**config.mk**
```make
export PLATFORM = sky130hd
export DESIGN_NAME = riscv_v_rf_wr_arbiter
export DESIGN_NICKNAME = d
export VERILOG_FILES = /design/src/rtl/riscv_v_rf_wr_arbiter.sv
export SDC_FILE = /design/constraint.sdc
export NUM_CORES = 1
export LEC_CHECK = 0
export ABC_AREA = 0
export CAP_MARGIN = 20
export CORE_AREA = 2 2 146 148
export DETAILED_ROUTE_END_ITERATION = 10
export DIE_AREA = 0 0 148 150
export DONT_BUFFER_PORTS = 1
export GPL_TIMING_DRIVEN = 1
export PLACE_DENSITY = 0.46
export SLEW_MARGIN = 20
export SYNTH_ARGS = -nofsm -noshare
export SYNTH_HDL_FRONTEND = slang
export SYNTH_SLANG_ARGS = --single-unit
export TNS_END_PERCENT = 1
```
**constraint.sdc**
```tcl
create_clock -name clk -period 2.9 [get_ports clk]
set_input_delay 0.58 -clock clk [delete_from_list [all_inputs] [get_ports clk]]
set_output_delay 0.58 -clock clk [all_outputs]
set_load 0.05 [all_outputs]
```
**src/rtl/riscv_v_rf_wr_arbiter.sv**
```systemverilog
// Round-robin arbiter sharing the vector RF write port among NUM_REQ burst writers.
// Optional per-requester stall counters: define RISCV_V_RF_ARB_PERF_EN.
package riscv_v_rf_arb_pkg;
  typedef logic [4:0]  riscv_v_rf_addr_t;
  typedef logic [63:0] riscv_v_data_t;
  typedef logic [7:0]  riscv_v_rf_wr_en_t;

  typedef struct packed {
    riscv_v_rf_addr_t  addr;
    riscv_v_data_t     data;
    riscv_v_rf_wr_en_t be;
  } rf_wr_t;
endpackage

`ifdef RISCV_V_RF_ARB_PERF_EN
module riscv_v_rf_arb_stall_cnt (
  input  logic        clk,
  input  logic        rst_n,
  input  logic        stall,
  output logic [15:0] cnt
);
  always_ff @(posedge clk or negedge rst_n)
    if (!rst_n)                 cnt <= '0;
    else if (stall && cnt != '1) cnt <= cnt + 16'd1;
endmodule
`endif

module riscv_v_rf_wr_arbiter
  import riscv_v_rf_arb_pkg::*;
#(
  parameter int NUM_REQ = 3,
  parameter int MAX_GRP = 8,
  parameter int LEN_W   = $clog2(MAX_GRP)
) (
  input  logic                              clk,
  input  logic                              rst_n,
  input  logic [NUM_REQ-1:0]                req_valid,
  output logic [NUM_REQ-1:0]                req_ready,
  input  riscv_v_rf_addr_t  [NUM_REQ-1:0]   req_addr,
  input  logic [NUM_REQ-1:0][LEN_W-1:0]     req_len,
  input  riscv_v_data_t     [NUM_REQ-1:0]   req_data,
  input  riscv_v_rf_wr_en_t [NUM_REQ-1:0]   req_be,
  output riscv_v_rf_addr_t                  rf_wr_addr,
  output riscv_v_data_t                     rf_data_in,
  output riscv_v_rf_wr_en_t                 rf_wr_en,
  output logic                              busy,
  output logic                              err_misalign,
  output logic [NUM_REQ-1:0][15:0]          perf_stall_cnt
);
  localparam int IDX_W  = (NUM_REQ > 1) ? $clog2(NUM_REQ) : 1;
  localparam int ADDR_W = $bits(riscv_v_rf_addr_t);

  typedef enum logic {IDLE, BURST} state_e;

  state_e             state_q, state_d;
  logic [IDX_W-1:0]   rr_ptr_q, rr_ptr_d, owner_q, gnt_idx, sel;
  logic [LEN_W-1:0]   beat_cnt_q, beat_cnt_d, len_q;
  riscv_v_rf_addr_t   base_q, beat_addr;
  rf_wr_t             wr_q;
  logic               gnt_any, acc, first_beat, misalign;

  function automatic logic [IDX_W-1:0] nxt(input logic [IDX_W-1:0] i);
    return (i == IDX_W'(NUM_REQ-1)) ? '0 : i + IDX_W'(1);
  endfunction

  // Mask of the next power of two >= len+1, so non-power-of-2 groups align to it.
  function automatic logic [LEN_W-1:0] smear(input logic [LEN_W-1:0] v);
    logic [LEN_W-1:0] m;
    m = v;
    for (int i = 1; i < LEN_W; i++) m = m | (v >> i);
    return m;
  endfunction

  // First valid requester at or after rr_ptr; descending scan lets the nearest win.
  always_comb begin
    int j;
    gnt_any = 1'b0;
    gnt_idx = '0;
    j       = 0;
    for (int i = NUM_REQ-1; i >= 0; i--) begin
      j = int'(rr_ptr_q) + i;
      if (j >= NUM_REQ) j = j - NUM_REQ;
      if (req_valid[j]) begin
        gnt_any = 1'b1;
        gnt_idx = IDX_W'(j);
      end
    end
  end

  assign sel        = (state_q == IDLE) ? gnt_idx : owner_q;
  assign acc        = |(req_valid & req_ready);
  assign first_beat = acc && (state_q == IDLE);
  assign beat_addr  = (state_q == IDLE) ? req_addr[gnt_idx]
                                        : base_q + ADDR_W'(beat_cnt_q);
  assign misalign   = (req_addr[gnt_idx][LEN_W-1:0] & smear(req_len[gnt_idx])) != '0;
  assign busy       = (state_q == BURST);

  always_ff @(posedge clk or negedge rst_n)
    if (!rst_n) begin
      state_q    <= IDLE;
      rr_ptr_q   <= '0;
      beat_cnt_q <= '0;
    end else begin
      state_q    <= state_d;
      rr_ptr_q   <= rr_ptr_d;
      beat_cnt_q <= beat_cnt_d;
    end

  always_comb begin
    state_d    = state_q;
    rr_ptr_d   = rr_ptr_q;
    beat_cnt_d = beat_cnt_q;
    if (state_q == IDLE) begin
      if (acc) begin
        if (req_len[gnt_idx] == '0) rr_ptr_d = nxt(gnt_idx);
        else begin
          state_d    = BURST;
          beat_cnt_d = LEN_W'(1);
        end
      end
    end else if (acc) begin
      if (beat_cnt_q == len_q) begin
        state_d    = IDLE;
        rr_ptr_d   = nxt(owner_q);
        beat_cnt_d = '0;
      end else begin
        beat_cnt_d = beat_cnt_q + LEN_W'(1);
      end
    end
  end

  always_comb begin
    req_ready = '0;
    if (state_q == IDLE) begin
      if (gnt_any) req_ready[gnt_idx] = 1'b1;
    end else begin
      req_ready[owner_q] = req_valid[owner_q];
    end
  end

  always_ff @(posedge clk or negedge rst_n)
    if (!rst_n) begin
      base_q       <= '0;
      len_q        <= '0;
      owner_q      <= '0;
      wr_q         <= '0;
      err_misalign <= 1'b0;
    end else begin
      err_misalign <= first_beat && misalign;
      if (first_beat) begin
        base_q  <= req_addr[gnt_idx];
        len_q   <= req_len[gnt_idx];
        owner_q <= gnt_idx;
      end
      // Address and data hold across idle/stall cycles; only the enables drop.
      if (acc) wr_q <= '{addr: beat_addr, data: req_data[sel], be: req_be[sel]};
      else     wr_q.be <= '0;
    end

  assign rf_wr_addr = wr_q.addr;
  assign rf_data_in = wr_q.data;
  assign rf_wr_en   = wr_q.be;

`ifdef RISCV_V_RF_ARB_PERF_EN
  for (genvar i = 0; i < NUM_REQ; i++) begin : g_perf
    riscv_v_rf_arb_stall_cnt u_cnt (
      .clk   (clk),
      .rst_n (rst_n),
      .stall (req_valid[i] && !req_ready[i]),
      .cnt   (perf_stall_cnt[i])
    );
  end
`else
  assign perf_stall_cnt = '0;
`endif
endmodule

```
* After elaboration in Yosys (flattened, before gate mapping)
Index checks and enable logic that the tools add are counted.
** Storage, ports and cells
- Output and inout bits :: 130
- Register bits after elaboration :: 94
- Word-level logic and storage cells :: 105
- Input bits :: 245
** Operators by class
- Order comparisons :: 11
- Equality and inequality tests :: 5
- Bitwise logic cells :: 6
- Add/sub/neg operators :: 9
- Mux-type cells :: 54
- Reductions and logical operators :: 10
** Operators by type and width (number)
- binary-select mux 64 bit (select 2 bit) :: 1
- < comparator 32 x 4 -> 1 bit (second input constant) :: 3
- two-way mux 32 bit :: 3
- two-way mux 64 bit :: 1
- two-way mux 3 bit :: 8
- two-way mux 2 bit :: 11
- two-way mux 1 bit :: 17
- binary-select mux 8 bit (select 2 bit) :: 1
- two-way mux 8 bit :: 2
- binary-select mux 5 bit (select 2 bit) :: 1
- two-way mux 5 bit :: 2
- bitwise AND 3 bit :: 3
- < comparator 2 x 3 -> 1 bit (second input constant) :: 3
- binary-select mux 1 bit (select 2 bit) :: 4
- subtractor 3 x 2 -> 4 bit (second input constant) :: 2
- binary-select mux 3 bit (select 2 bit) :: 1
- >= comparator 3 x 2 -> 1 bit (second input constant) :: 2
- adder 5 x 3 -> 5 bit :: 1
- adder 2 x 1 -> 2 bit (second input constant) :: 2
- demux 1 bit (select 2 bit) :: 2
- equality test 2 bit (second input constant) :: 2
- >= comparator 2 x 1 -> 1 bit (second input constant) :: 2
- logical AND 1 bit :: 4
- adder 2 x 1 -> 3 bit (second input constant) :: 1
- 16 further kinds :: 16

* Depth between registers and ports, before layout
Gate-level depths: netlist (run 1).
- Depth in word-level cells :: 19
- Gate-level depth with buffers :: 13
- Depth with buffers taken out :: 10

* Worst setup path before layout (run 1)
Ideal clock, no wire load.
- Path type :: flip-flop to output port
- From :: reg rr_ptr_q[0]
- To :: out req_ready[2]
- Slack :: -0.257 ns
- Cell stages (with the launch flop) :: 8
- Arrival :: 2.577 ns
- Path through :: dfrtp_1 inv_1 ha_1 buf_2 and2_1 o32ai_2 nand3_2 o21ai_0
** Between the ends
- Word-level cells in the longest chain between the ends :: 15
- Elaborated cells on any way between the ends :: 33
** Ends and longest elaborated chain
- start: declaration :: RTL line 56 : logic [IDX_W-1:0] rr_ptr_q, rr_ptr_d, owner_q, gnt_idx, sel;
- start signal: assignment :: RTL line 105 : rr_ptr_q <= rr_ptr_d;
- adder 2 x 2 -> 3 bit :: RTL line 81 : j = int'(rr_ptr_q) + i;
- subtractor 3 x 2 -> 4 bit / >= comparator 3 x 2 -> 1 bit (equally long branches) :: RTL line 82 : if (j >= NUM_REQ) j = j - NUM_REQ;
- two-way mux 32 bit :: RTL line 82
- binary-select mux 1 bit (select 2 bit) :: RTL line 83 : if (req_valid[j]) begin
- two-way mux 1 bit (implied by the code) (2 in a row) :: RTL line 83
- two-way mux 2 bit (3 in a row) :: RTL line 83
- < comparator 2 x 3 -> 1 bit (implied by the code) / >= comparator 2 x 1 -> 1 bit (equally long branches) :: RTL line 135 : if (gnt_any) req_ready[gnt_idx] = 1'b1;
- logical AND 1 bit (implied by the code) :: RTL line 135
- two-way mux 1 bit (implied by the code) :: RTL line 135
- demux 1 bit (select 2 bit) :: RTL line 135
- two-way mux 3 bit * :: RTL line 135
- two-way mux 3 bit * :: RTL line 134 : if (state_q == IDLE) begin
- end: declaration :: RTL line 38 : output logic [NUM_REQ-1:0] req_ready,
Mark *: on every way between the ends. The rest lies on a longest branch, timed or not. The select of a mux whose other input is x is not followed.

* Final worst setup path (run 1)
Same ends and word-level chain as after synthesis.

==> results of run 1 <==
report_power, final:
part	leakage, nW	total (W)	switching [W]	internal (W)
Clock	0.163	0.00136	0.000579	0.000779
Combinational	1.66	0.00656	0.00379	0.00277
Sequential	1.10	0.00447	0.00247	0.00200
logic make-up (layout without fill, tap and decap cells):
family | Yosys count | count (layout) | synth area share
AO/OA/AOI/OAI | 130 | 130 | 0.220
XOR/XNOR | 6 | 6 | 0.00816
adder cells (fa/ha/maj) | 9 | 9 | 0.0183
buffers and inverters | 107 | 60 | 0.107
flip-flops | 94 | 94 | 0.365
multiplexers | 90 | 90 | 0.155
other | 1 | 48 | 0.000582
AND/OR/NAND/NOR | 197 | 197 | 0.126
state kept, by name (all words and copies together), names as in the netlist:
register      flops
rf_data_in       64
rr_ptr_q          2
len_q             3
rf_wr_addr        5
base_q            5
busy              1
rf_wr_en          8
owner_q           2
beat_cnt_q        3
err_misalign      1
cell usage after synthesis, types with 3 or more instances:
library cell,instances,share of area
a221oi_1,3,0.0041
buf_2,21,0.016
a31oi_1,4,0.0039
dfrtp_1,94,0.37
o32ai_1,3,0.0041
clkbuf_1,8,0.0047
nor2b_1,3,0.0029
nand2_1,27,0.016
a22oi_1,10,0.012
o21ai_0,6,0.0047
xnor2_1,5,0.0068
a21oi_1,8,0.0062
nand3_1,3,0.0023
mux2_1,63,0.11
a21o_1,3,0.0035
buf_1,3,0.0017
ha_1,7,0.014
nor2_1,149,0.087
buf_6,4,0.0070
a221oi_2,61,0.14
o21ai_1,13,0.010
mux2i_1,10,0.016
inv_1,10,0.0058
mux2_2,17,0.030
buf_4,61,0.071
routing by layer:
layer	up-vias	global-route usage	share of wire	wire, microns
met5	-	0	0	0
met4	0	0.0419	0.0096	167
met3	13	0.0302	0.062	1070
met2	202	0.275	0.54	9410
met1	2310	0.167	0.39	6700
li1	2177	-	-	-
metrics by stage:
| step | util | TNS (ns) | total power [W] | hold WS (ns) | area (sq um) |
|---|---|---|---|---|---|
| final | 0.347 | 0 | 0.0124 | 0.156 | 7170 |
| after CTS | 0.343 | -0.342 | 0.0124 | 0.158 | 7100 |
| after floorplan | - | -0.0487 | 0.00941 | 0.284 | 6620 |
| after global placement | 0.323 | 0 | 0.0107 | 0.286 | 6680 |
| after detailed placement | 0.323 | -0.0330 | 0.0109 | 0.286 | 6680 |
| after global routing | 0.347 | -2.44 | 0.0133 | 0.178 | 7170 |
worst max-delay path, delay by kind of cell (launching register included):
family / cells / cell delay, ns
and+or+nand+nor: 2 / 0.28
buffers and inverters: 4 / 0.59
adders and majority gates: 1 / 0.21
AOI/OAI and AO/OA: 2 / 0.45
DFF: 1 / 0.39
what timing repair did:
item / 4_1_cts / 5_1_grt
endpoints found under the setup margin: 14 / 89
endpoints found under the hold margin: 94 / 0
hold buffers: 1 / 0
setup buffers: 1 / 1
pin swaps: 4 / 4
gates resized for setup: 7 / 14
area by class of cell:
class	instances	area [sq um]	area share
Tap cell	275	344	0.0480
Timing Repair Buffer	34	398	0.0555
Inverter	10	37.5	0.00523
Clock inverter	7	115	0.0160
Multi-Input combinational cell	480	3700	0.516
Clock buffer	9	225	0.0314
Sequential cell	94	2350	0.328
how the worst max path moves through the flow:
stage / endpoint / cells after the start
floorplan: req_ready[0] / 3
global placement: rf_data_in[52] / 10
detailed placement: rf_data_in[61] / 10
CTS: req_ready[1] / 9
global route: rf_data_in[19] / 12
finish: req_ready[2] / 9
==> impl_metrics.csv, run 1 <==
group,metric,value,unit
timing,final.setup.worst_slack,0.0453,ns
clock_network,cts_max_level,3,
setup_path,r2r-start,"rr_ptr_q[0]",
detailed_routing,postRouteAntennaNets,0,
finish,antenna_cells,0,
logic_synthesis,synth_edf_count,0,
timing,setup_viol,0,
detailed_routing,vias_per_cell,5.17,
global_route,grt_max_degree,95,
floorplanning,die_x,148,microns
setup_path,critPathMaxStageDelay,0.39,ns
finish,mostFrequentLayoutCells,"nor2_1 (148), dfrtp_1 (94), mux2_1 (63)",
global_route,overflow,0,
detailed_routing,dr.pass1.iters,4,
floorplanning,initial_core_util,0.311,
logic_synthesis,yosysWarnings,0,
setup_path,path_cells,"inv_2, ha_4, buf_6, and2_4, o32ai_4, nand3_2, buf_4, o21ai_2, buf_6",
setup_path,slowest_stage,"dfrtp_1",
setup_path,startpoint,"rr_ptr_q[0]",
run_status,outcome,"finished, final reports clean",
setup_path,crit_type,"reg2out",
setup_path,cp-start-kind,"flip-flop",
global_route,grt_first_pass_wirelength,25700,microns
detailed_routing,vias,4702,
placed_design,dp_worst_setup_slack,-0.0330,ns
finish,final_common_cell,"nor2_1",
logic_synthesis,synth_cell_types,54,
logic_synthesis,avgSynthCellArea,10.2,sq um
global_route,antenna_found_initial,0,
global_route,grt_pass1_vias,4880,
clock_network,insertion_delay,0.35,ns
clock_network,clk_pin_slew_worst_paths,0.08,ns
logic_synthesis,syn_area,6440,sq um
logic_synthesis,ys_seq_elements,94,
timing,worst_slew_pin_slew,0.600,ns
timing,rsz0062_at_grt,"yes",
min_path,hold_path_class,"in2async",
placed_design,dp.cells,890,
timing,maxSlewViolCount,0,
clock_network,tritoncts_num_sinks,94,
setup_path,r2r_slack,0.06,ns
setup_path,crit_required,2.32,ns
global_route,grt.total_usage,0.146,
clock_network,cts_tree,"done",
clock_network,cts.path.max_buffers,2,
finish,final_cells,909,
run,cap_violations,0,
logic_synthesis,synth_seq_area_share,0.365,
setup_path,crit_path_frequent_cell,"buf_6",
logic_synthesis,async_reset_ff_frac,1.00,
setup_path,r2r_cells,12,
detailed_routing,wl,17400,microns
power_and_ir_drop,cellPowerDensity,1730,nW/um^2
timing,max_freq,350,MHz
floorplanning,fp.dieH,150,microns
detailed_routing,drtIter0Drc,204,
floorplanning,core,20700,sq um
setup_path,critPathArrivalTime,2.27,ns
clock_network,cts_buffers,9,
placed_design,gp_congestion,0.796,
timing,slew_headroom,0.600,
timing,skew,0.0102,ns
setup_path,cp_max_fo,9,
clock_network,clockRootBuffer,"clkbuf_16",
timing,post-route-period-util,0.984,
logic_synthesis,netlist_instances,634,
logic_synthesis,synth_flop_cell,"dfrtp_1",
finish,nNetsFinal,882,
setup_path,endpoint_kind,"output port",
finish,fillCellCount,2128,
placed_design,portBuffers,0,
timing,final_hold_viol_count,0,
setup_path,r2r_end,"rf_data_in[23]",
floorplanning,rows,53,
timing,min_period,2.85,ns
floorplanning,ios,375,
detailed_routing,drc,0,
power_and_ir_drop,ir_drop,0.923,mV
placed_design,dpl.hpwl,12900,microns
power_and_ir_drop,leakagePower,2.92,nW
finish,drive_gt1_frac,0.249,
finish,areaGrowthSynthToFinish,11.3,%
floorplanning,dieArea,22200,sq um
detailed_routing,wl_per_cell,19.1,microns
(Power assumes the default switching activity.)
==> inputs of run 2 (changes only) <==
Settings changed: CAP_MARGIN 20 to 10, HOLD_SLACK_MARGIN from default to 0.06, SETUP_SLACK_MARGIN from default to 0.3.
==> run 2 against run 1 <==
Compared with the run above: the flow now finishes with violations (negative hold slack); global-route usage increased by 0.89 points; die area unchanged; worst setup slack improved by 0.023 ns; utilization increased by 1.3 points; critical path depth unchanged; largest cell class unchanged.
==> impl_metrics.csv, run 2 (synthesis gave the netlist of run 1 again) <==
group,metric,value,unit
placed_design,dp_worst_setup_slack,-0.142,ns
clock_network,cts.path.max_buffers,2,
finish,final_common_cell,"nor2_1",
detailed_routing,drtIter0Drc,222,
timing,setup_viol,0,
setup_path,r2r_end,"rf_data_in[5]",
setup_path,r2r_cells,11,
floorplanning,initial_core_util,0.311,
global_route,grt_pass1_vias,4890,
clock_network,cts_max_level,3,
setup_path,critPathArrivalTime,2.25,ns
clock_network,clockRootBuffer,"clkbuf_16",
setup_path,r2r_slack,0.15,ns
finish,nNetsFinal,892,
floorplanning,dieArea,22200,sq um
detailed_routing,postRouteAntennaNets,0,
timing,slew_headroom,0.635,
setup_path,startpoint,"rr_ptr_q[1]",
global_route,overflow,0,
placed_design,portBuffers,0,
floorplanning,die_x,148,microns
setup_path,crit_type,"reg2out",
run,cap_violations,0,
placed_design,gp_congestion,0.796,
clock_network,cts_buffers,9,
timing,post-route-period-util,0.976,
timing,max_freq,353,MHz
detailed_routing,dr.pass1.iters,5,
timing,final.setup.worst_slack,0.0685,ns
finish,antenna_cells,0,
setup_path,r2r-start,"rr_ptr_q[1]",
floorplanning,rows,53,
clock_network,cts_tree,"done",
setup_path,cp-start-kind,"flip-flop",
placed_design,place_area,6640,sq um
finish,mostFrequentLayoutCells,"nor2_1 (146), dfrtp_1 (94), a221oi_2 (61)",
run_status,violations,"negative hold slack",
setup_path,endpoint_kind,"output port",
finish,areaGrowthSynthToFinish,15.4,%
global_route,grt.total_usage,0.155,
min_path,hold_path_class,"in2async",
clock_network,clk_pin_slew_worst_paths,0.08,ns
timing,maxSlewViolCount,0,
detailed_routing,drc,0,
global_route,grt_max_degree,95,
floorplanning,core,20700,sq um
timing,rsz0062_at_grt,"yes",
timing,min_period,2.83,ns
timing,skew,0.0104,ns
floorplanning,fp.dieH,150,microns
timing,worst_slew_pin_slew,0.547,ns
detailed_routing,vias,4794,
setup_path,crit_required,2.32,ns
clock_network,tritoncts_num_sinks,94,
timing,fin_hold_ws,-0.0910,ns
finish,largest_register_ffs,64,
clock_network,insertion_delay,0.35,ns
setup_path,cp_max_fo,5,
detailed_routing,wl,18200,microns
timing,final_hold_viol_count,94,
global_route,antenna_found_initial,0,
placed_design,dpl.hpwl,12500,microns
finish,drive_gt1_frac,0.300,
detailed_routing,vias_per_cell,5.22,
detailed_routing,wl_per_cell,19.8,microns
finish,fin_area,7440,sq um
floorplanning,ios,375,
global_route,grt_first_pass_wirelength,26900,microns
run_status,outcome,"complete, but fails checks",
==> run 2: timing repair <==
item / in CTS / in global routing
gates resized for setup: 39 / 27
hold endpoints to repair: 94 / 94
cloned: 4 / 0
pin swaps: 12 / 29
setup endpoints to repair: 96 / 96
setup buffers: 13 / 0
==> run 2: critical path, cell delays in order, from the launching register on <==
cell and delay (ns):
dfrtp_1 0.43, inv_2 0.10, ha_4 0.16, and2b_4 0.21, buf_6 0.12, o32ai_4 0.29, nand3_2 0.14, buf_6 0.15
o21ai_2 0.13, buf_6 0.17
==> run 2: layer usage <==
| layer | global-route usage | vias up | part of all wire |
|---|---|---|---|
| li1 | - | 2194 | - |
| met1 | 0.191 | 2356 | 0.40 |
| met2 | 0.267 | 221 | 0.52 |
| met3 | 0.0363 | 23 | 0.068 |
| met4 | 0.0533 | 0 | 0.018 |
| met5 | 0 | - | 0 |
==> run 2: through the flow <==
step	std cells	setup TNS, ns	hold WS (ns)	utilization
floorplan	681	-0.0315	0.284	-
global placement	886	-0.770	0.286	0.321
detailed placement	886	-4.99	0.286	0.321
CTS	919	0	-0.112	0.355
global route	919	-0.125	-0.123	0.359
finish	919	0	-0.0910	0.359
==> run 2: final cells by class <==
class	count	area, sq um
Multi-Input combinational cell	480	3820
Fill cell	2060	13300
Clock buffer	9	225
Timing Repair Buffer	44	552
Clock inverter	7	103
Sequential cell	94	2350
Inverter	10	37.5
Tap cell	275	344
==> run 2: worst max-delay path by stage <==
stage,depth (start not counted),end
after floorplan,8,req_ready[1]
after global placement,10,rf_data_in[7]
after detailed placement,10,rf_data_in[7]
after CTS,9,req_ready[2]
after global routing,9,req_ready[2]
final,9,req_ready[2]
Power of run 2 is not shown: default switching activity piles up to over one toggle a cycle in this logic, so the estimate is an artifact.
